### config.mk
export PLATFORM = sky130hd
export DESIGN_NAME = serial_mult
export DESIGN_NICKNAME = d
export VERILOG_FILES = /design/src/rtl/serial_mult_pkg.sv /design/src/rtl/serial_mult_datapath.sv /design/src/rtl/serial_mult.sv
export SDC_FILE = /design/constraint.sdc
export NUM_CORES = 1
export LEC_CHECK = 0
export ABC_AREA = 1
export CAP_MARGIN = 30
export CORE_MARGIN = 4
export CORE_UTILIZATION = 38
export CTS_BUF_LIST = sky130_fd_sc_hd__clkbuf_4
export DETAILED_ROUTE_END_ITERATION = 12
export PLACE_DENSITY = 0.65
export SLEW_MARGIN = 20
export SYNTH_ARGS = -nofsm -noshare
export SYNTH_HDL_FRONTEND = slang
export SYNTH_SLANG_ARGS = --single-unit
### constraint.sdc
create_clock -name clk -period 3.3 [get_ports clk]
set_input_delay 0.99 -clock clk [delete_from_list [all_inputs] [get_ports clk]]
set_output_delay 0.99 -clock clk [all_outputs]
set_load 0.005 [all_outputs]
### src/rtl/serial_mult_pkg.sv
// Shared types and constants for the serial shift-add multiplier.
package serial_mult_pkg;

  localparam int DEF_WIDTH = 8;
  localparam int DEF_CNT_W = $clog2(DEF_WIDTH);

  typedef enum logic [1:0] {
    LOAD_A = 2'd0,
    LOAD_B = 2'd1,
    BUSY   = 2'd2,
    DONE   = 2'd3
  } state_e;

endpackage

### src/rtl/serial_mult_datapath.sv
// Operand registers, shift-add accumulator and bit counter; one multiplier bit per step.
module serial_mult_datapath #(
  parameter int WIDTH = serial_mult_pkg::DEF_WIDTH
) (
  input  logic               clk,
  input  logic               rst,
  input  logic               load_a,
  input  logic               load_b,
  input  logic               step,
  input  logic               clear,
  input  logic [WIDTH-1:0]   idata,
  output logic               last,
  output logic [2*WIDTH-1:0] result
);

  localparam int CNT_W = $clog2(WIDTH);

  logic [WIDTH-1:0]   a_q, a_d;
  logic [WIDTH-1:0]   b_q, b_d;
  logic [2*WIDTH-1:0] acc_q, acc_d;
  logic [2*WIDTH-1:0] result_q, result_d;
  logic [CNT_W-1:0]   cnt_q, cnt_d;
  logic [2*WIDTH-1:0] addend;
  logic [2*WIDTH-1:0] acc_next;

  assign last   = (cnt_q == CNT_W'(WIDTH - 1));
  assign addend = b_q[cnt_q] ? ({{WIDTH{1'b0}}, a_q} << cnt_q) : '0;
  // Sum for this bit; the final step writes it straight into result.
  assign acc_next = acc_q + addend;

  always_comb begin
    a_d      = a_q;
    b_d      = b_q;
    acc_d    = acc_q;
    cnt_d    = cnt_q;
    result_d = result_q;
    if (load_a) begin
      a_d = idata;
    end
    if (load_b) begin
      b_d   = idata;
      acc_d = '0;
      cnt_d = '0;
    end else if (step) begin
      acc_d = acc_next;
      cnt_d = cnt_q + 1'b1;
      if (last) begin
        result_d = acc_next;
      end
    end
    if (clear) begin
      result_d = '0;
    end
  end

  always_ff @(posedge clk) begin
    if (rst) begin
      a_q      <= '0;
      b_q      <= '0;
      acc_q    <= '0;
      cnt_q    <= '0;
      result_q <= '0;
    end else begin
      a_q      <= a_d;
      b_q      <= b_d;
      acc_q    <= acc_d;
      cnt_q    <= cnt_d;
      result_q <= result_d;
    end
  end

  assign result = result_q;

endmodule

### src/rtl/serial_mult.sv
// Unsigned WIDTHxWIDTH serial multiplier: two operand puts, WIDTH busy cycles, hold until get.
module serial_mult
  import serial_mult_pkg::*;
#(
  parameter int WIDTH = DEF_WIDTH
) (
  input  logic               clk,
  input  logic               rst_b,
  input  logic               put,
  input  logic               get,
  input  logic [WIDTH-1:0]   idata,
  output logic               ready,
  output logic               result_valid,
  output logic [2*WIDTH-1:0] result,
  output state_e             dbg_state
);

  // Handshake: an operand transfers on a rising edge where put=1 and ready=1;
  // a result is consumed on a rising edge where get=1 and result_valid=1.
  // Strobes offered without the matching flag are ignored. ready and
  // result_valid decode the state register only, so neither depends on inputs.

  state_e state_q, state_d;
  logic   load_a, load_b, step, clear, last;

  always_comb begin
    state_d = state_q;
    load_a  = 1'b0;
    load_b  = 1'b0;
    step    = 1'b0;
    clear   = 1'b0;
    unique case (state_q)
      LOAD_A: begin
        if (put) begin
          load_a  = 1'b1;
          state_d = LOAD_B;
        end
      end
      LOAD_B: begin
        if (put) begin
          load_b  = 1'b1;
          state_d = BUSY;
        end
      end
      BUSY: begin
        step = 1'b1;
        if (last) begin
          state_d = DONE;
        end
      end
      DONE: begin
        if (get) begin
          clear   = 1'b1;
          state_d = LOAD_A;
        end
      end
      default: state_d = LOAD_A;
    endcase
  end

  always_ff @(posedge clk) begin
    if (rst_b) begin
      state_q <= LOAD_A;
    end else begin
      state_q <= state_d;
    end
  end

  serial_mult_datapath #(.WIDTH(WIDTH)) u_datapath (
    .clk    (clk),
    .rst    (rst_b),
    .load_a (load_a),
    .load_b (load_b),
    .step   (step),
    .clear  (clear),
    .idata  (idata),
    .last   (last),
    .result (result)
  );

  assign ready        = (state_q == LOAD_A) || (state_q == LOAD_B);
  assign result_valid = (state_q == DONE);
  assign dbg_state    = state_q;

endmodule

-- After elaboration in Yosys (flattened, before gate mapping)
Cells that the tools add are included.
- flip-flop bits (word level): 53
- logic and storage cells: 39
- bits of input ports: 12
- output and inout port bits: 20
- reduce and logical (&&, ||, !) cells: 6
- equal/unequal tests: 8
- magnitude comparators: 1
- multiplexer cells: 14
- bitwise gates (word level): 1
- shift-type cells: 1
- add/sub/neg operators: 2
- operators with widths (cell ; count):
    16-bit adder ; 1
    16-bit two-way mux ; 1
    8-bit by 3-bit left shift with 16-bit output ; 1
    2-bit two-way mux ; 4
    2-bit inequality test, second input constant ; 4
    2-bit case mux with 4 select lines ; 1
    1-bit two-way mux ; 7
    2-bit == test, second input constant ; 2
    3-bit by 4-bit less-than comparator with 1-bit output, second input constant ; 1
    4-bit AND reduction ; 1
    2-bit OR reduction ; 2
    3-bit by 1-bit adder with 3-bit output, second input constant ; 1
    1-bit binary-select mux with 3-bit select ; 1
    3-bit == test, second input constant ; 1
    3-bit AND reduction ; 1
    2-bit by 1-bit == test with 1-bit output, second input constant ; 1
    2-bit zero test ; 1
    1-bit logical OR ; 1
    1-bit inverter ; 1

-- Longest topological paths before layout
- depth after elaboration: 4
- mapped depth: 20
- mapped depth without buffers: 19

-- By module
A second synthesis with hierarchy kept.
- cell total of the unflattened synthesis: 564
- area, all modules: 3568.4 µm²
- by module, submodules not included (module ; seq. area each (µm²) ; area each (µm²) ; times used ; cells an instance):
    serial_mult_datapath ; 1021.0 ; 3329.4 ; 1 ; 527
    serial_mult ; 40.0 ; 239.0 ; 1 ; 37

-- Worst setup path before layout
Ideal clock, no wire load.
- path type: flip-flop to flip-flop
- from: reg u_datapath.cnt_q[0]
- to: reg u_datapath.acc_q[8]
- period minus slack after synthesis: 2.301 ns
- stages on the path, launching flop included: 18
- arrival: 2.192 ns
- buffers on the path: 1
- path slack: 0.999 ns
- cell sequence: dfxtp_1 -> inv_2 -> buf_6 -> o21ai_2 -> o22ai_2 -> nand2_4 -> nor3_1 -> ha_1 -> fa_1 -> nand2_1 -> nand2_1 -> and2_4 -> nand2_2 -> nand2_2 -> xnor2_2 -> nand2_1 -> nand2_1 -> inv_1
- cells in the longest elaborated chain, start to end: 4
- elaborated cells between the ends (all ways): 5
- ends and longest elaborated chain (element ; line ; RTL):
    start, declared ; serial_mult_datapath.sv:22 ; logic [CNT_W-1:0] cnt_q, cnt_d;
    start signal, assigned ; serial_mult_datapath.sv:67 ; cnt_q <= cnt_d;
    1-bit binary-select mux with 3-bit select ; serial_mult_datapath.sv:27 ; assign addend = b_q[cnt_q] ? ({{WIDTH{1'b0}}, a_q} << cnt_q) : '0;
    1-bit two-way mux (implied by the code) ; serial_mult_datapath.sv:27 ;
    16-bit two-way mux * ; serial_mult_datapath.sv:27 ;
    16-bit adder * ; serial_mult_datapath.sv:29 ; assign acc_next = acc_q + addend;
    end signal, assigned ; serial_mult_datapath.sv:60 ; acc_q <= '0;
    end signal, assigned ; serial_mult_datapath.sv:66 ; acc_q <= acc_d;
    end, declared ; serial_mult_datapath.sv:20 ; logic [2*WIDTH-1:0] acc_q, acc_d;
Mark *: on every way between the ends. The rest lies on a longest branch, timed or not. The select of a mux whose other input is x is not followed.
A chain may end at the register's enable or synchronous reset.

-- Worst setup path after layout
- from: reg u_datapath.cnt_q[0]
- to: reg u_datapath.result_q[11], in the netlist u_datapath.result[11]
- cells in the longest elaborated chain, start to end: 4
- elaborated cells between the ends (all ways): 7
- ends and longest elaborated chain (element ; line ; RTL):
    1-bit binary-select mux with 3-bit select ; serial_mult_datapath.sv:27 ;
    1-bit two-way mux (implied by the code) ; serial_mult_datapath.sv:27 ;
    16-bit two-way mux ; serial_mult_datapath.sv:27 ;
    16-bit adder ; serial_mult_datapath.sv:29 ;
    end signal, assigned ; serial_mult_datapath.sv:68 ; result_q <= result_d;
    end, declared ; serial_mult_datapath.sv:21 ; logic [2*WIDTH-1:0] result_q, result_d;
Several ways; a longest one is shown, not always the timed one. The select of a mux whose other input is x is not followed.

==> flow_metrics.tcl <==
set metrics [dict create \
    core_ar_mm2 0.00885 \
    synth.area.mux_share 0.00571 \
    p_int_mw 1.29 \
    num_io_pins 32 \
    synth.ff_latch_count 53 \
    type_of_element_launching_the_critical_path "register" \
    synthesis_warning_total 0 \
    via_count_of_the_first_global_routing_pass 3172 \
    syn_nets 589 \
    netSwitchingFraction 0.419 \
    grt_setup_unrepaired "false" \
    final.fill_count 924 \
    syn_avg_cell_area_um2 6.33 \
    worst_hold_path_type "register to register" \
    vias 3273 \
    yosys-top-cells-area "sky130_fd_sc_hd__dfxtp_1, sky130_fd_sc_hd__nand2_1, sky130_fd_sc_hd__nor2_1" \
    tightestPinTransition_ns 0.505 \
    timing.hold.worst_path_depth 2 \
    grt.met1_usage 0.193 \
    cp.arrival_ns 3.17 \
    r2r_start "u_datapath.cnt_q[0]" \
    data_required_time_of_the_worst_path_ns 3.60 \
    totalNegativeSetupSlack_ns 0 \
    drt_first_iter_violations 111 \
    initial_standard_cell_utilization_of_the_core 0.396 \
    maxCapViolations 0 \
    p_leak_nw 2.02 \
    routed_wl_mm 8.12 \
    postLayoutCellArea_mm2 0.00399 \
    min_delay_worst_endpoint "u_datapath.result[1]" \
    max-clock-path-buffers 2 \
    post-route-drc-count 0 \
    post-route-min-period_ns 2.87 \
    syn-instance-count 554 \
    count_of_cells_along_the_worst_register_to_register_path 18 \
    post_cts.resized_instances 0 \
    ctsHoldBuffers 0 \
    dp.final_hpwl_mm 6.25 \
    area_growth_pct 13.9 \
    routed_wire_length_per_instance_um 11.7 \
    die_x_um 104 \
    status "completed" \
    dominantRegCellSynth "sky130_fd_sc_hd__dfxtp_1" \
    io_buffer_count 31 \
    antenna_left 0 \
    synth-compound-area-share 0.122 \
    synth-async-reset-ratio 0 \
    rows 34 \
    seqPwrFrac 0.385 \
    gp_congestion 0.839 \
    synth_top_area_frac 0.303 \
    synth_enable_flop_cells 0 \
    synth_top_family_by_area "simple AND/OR/NAND/NOR gates" \
    synth_top_area_cell "sky130_fd_sc_hd__dfxtp_1" \
    grt_use_total 0.154 \
    mostFrequentLayoutCell "sky130_fd_sc_hd__nand2_1" \
    timing.fmax_mhz 348 \
    postPlaceCellArea_mm2 0.00391 \
    synth.distinct_cells 33 \
    grt_start_max_net_pins 32 \
    globalRouteMet3Util 0.0180 \
    tritoncts_clock_tree "yes" \
    grt_remaining_overflow 0 \
    die_area_mm2 0.0108 \
    clock_insertion_delay_worst_skew_ns 0.38 \
    clock_tree.htree_level_count 2 \
    slew_violations 0 \
    detail_route.vias_per_cell 4.73 \
    slew-limit-headroom 0.663 \
    final_layout_size_suffix_gt1_frac 0.0875 \
    seq_total_area_yosys 0.303 \
    pwr_density_cell_mw_per_mm2 556 \
    share_of_synthesized_cell_area_in_full_adder_half_adder_and_majority_cells 0.0842 \
    clock-skew-final_ns 0.0134 \
    grt_pass1_wl_mm 14.0 \
    setup.reg_to_reg.worst_slack_ns 0.43 \
    xor_xnor_portion_of_the_synthesized_cell_area 0.0121 \
    critical_path.startpoint "u_datapath.cnt_q[0]" \
    crit_type "register to register" \
    p_comb_frac 0.443 \
    rr_endpoint "u_datapath.result[11]" \
    number_of_antenna_violations_at_the_first_check_in_global_routing 1 \
    cts.sinks 53 \
    critical_path.endpoint_type "register" \
    power.switching_mw 0.930 \
    post_placement_cell_count 683 \
    synthesis.area_mm2 0.00351 \
    timing.critical_path.fanout_max 15 \
    grt_busiest_layer "met2" \
    post_synth_and_or_nand_nor_area_fraction 0.351 \
    power.clock.fraction 0.172 \
    layout.cells.most_common_list "sky130_fd_sc_hd__nand2_1, sky130_fd_sc_hd__nor2_1, sky130_fd_sc_hd__inv_1, sky130_fd_sc_hd__dfxtp_1, sky130_fd_sc_hd__nand3_1" \
    finalHoldViolCount 0 \
    setup-violations-final 0 \
    fin_cells 692 \
    final_net_count 617 \
    cts_root_buffer "sky130_fd_sc_hd__clkbuf_4" \
    clk_transition_reported_paths_ns 0.17 \
    grt.met2_usage 0.273 \
    layout_worst_path_cycle_share 0.871 \
    timing.hold.worst.start "u_datapath.result[1]" \
    post_cts_setup_inserts 0 \
    max-vdd-ir-drop_v 0.000285 \
    cts-buffers-inserted 5 \
    drt-pass1-iter-count 4 \
    die_height_um 104 \
]
synth_stat cells, drive strengths merged, types with 3 or more instances:
cell type	number
inv	89
o21ai	43
nand3	34
nor3	8
clkbuf	6
buf	10
o211ai	3
ha	22
nor2	107
a21oi	20
nand2	143
dfxtp	53
state kept, by name, summed over array words and instances (netlist names):
register           flops
u_datapath.acc_q      16
u_datapath.result     16
u_datapath.a_q         8
u_datapath.b_q         8
u_datapath.cnt_q       3
dbg_state              2
routing by layer:
layer  routed length [µm]  vias to the layer above
met5                    0                        -
met4                  116                        0
met3                  264                        8
met2                 3900                       54
met1                 3840                     1441
li1                     -                     1770
final cells by class:
type	instances	area, µm²	share of cell area
Antenna cell	1	2.50	0.000627
Sequential cell	53	1060	0.266
Clock buffer	5	37.5	0.00940
Timing Repair Buffer	37	355	0.0890
Multi-Input combinational cell	395	2020	0.505
Clock inverter	3	46.3	0.0116
Inverter	90	338	0.0846
Tap cell	108	135	0.0338
worst max-delay path, cell delays in order, from the launching register on:
cell and delay, ns:
sky130_fd_sc_hd__dfxtp_1 0.67, sky130_fd_sc_hd__inv_2 0.22, sky130_fd_sc_hd__o21ai_0 0.26, sky130_fd_sc_hd__o22ai_2 0.12
sky130_fd_sc_hd__nand2_4 0.12, sky130_fd_sc_hd__nand2_8 0.09, sky130_fd_sc_hd__o21ai_2 0.07, sky130_fd_sc_hd__inv_2 0.04
sky130_fd_sc_hd__ha_1 0.33, sky130_fd_sc_hd__nand2_1 0.12, sky130_fd_sc_hd__inv_1 0.06, sky130_fd_sc_hd__a21oi_1 0.17
sky130_fd_sc_hd__nand2_1 0.12, sky130_fd_sc_hd__nand2_1 0.09, sky130_fd_sc_hd__nand2_1 0.05, sky130_fd_sc_hd__nand2_1 0.07
sky130_fd_sc_hd__nand3_1 0.07, sky130_fd_sc_hd__nand2_1 0.07, sky130_fd_sc_hd__inv_1 0.03
through the flow:
stage | util | worst slack [ns] | total power, mW | hold slack, ns
after floorplan | - | 0.999 | 1.62 | 0.444
after global placement | 0.441 | 0.579 | 1.83 | 0.458
after detailed placement | 0.441 | 0.475 | 1.85 | 0.461
after CTS | 0.451 | 0.448 | 2.25 | 0.487
after global routing | 0.451 | 0.138 | 2.42 | 0.523
final | 0.451 | 0.426 | 2.22 | 0.484
how the worst max path moves through the flow:
stage               cells after the start  slack, ns                     to
floorplan                              17        1.0    u_datapath.acc_q[8]
global placement                       18       0.58  u_datapath.result[11]
detailed placement                     18       0.48  u_datapath.result[11]
CTS                                    18       0.45  u_datapath.result[11]
global route                           18       0.14  u_datapath.result[11]
finish                                 18       0.43  u_datapath.result[11]
cells by family (layout without fill, tap and decap cells):
| logic type | count (synthesis) | count (layout) |
|---|---|---|
| compound gates | 70 | 70 |
| xor+xnor | 4 | 4 |
| fa+ha+maj | 23 | 23 |
| buf+inv | 106 | 135 |
| flops | 53 | 53 |
| mux | 2 | 2 |
| other cells | 0 | 1 |
| simple gates | 296 | 296 |
power by group through the flow:
stage	Combinational [mW]	Sequential (mW)	Clock, mW
after detailed placement	0.984	0.868	0
after CTS	0.989	0.856	0.403
after global placement	0.963	0.865	0
after global routing	1.13	0.870	0.421
after floorplan	0.782	0.835	0
final	0.985	0.855	0.382
Note: power is estimated with default switching activity, not from simulation.
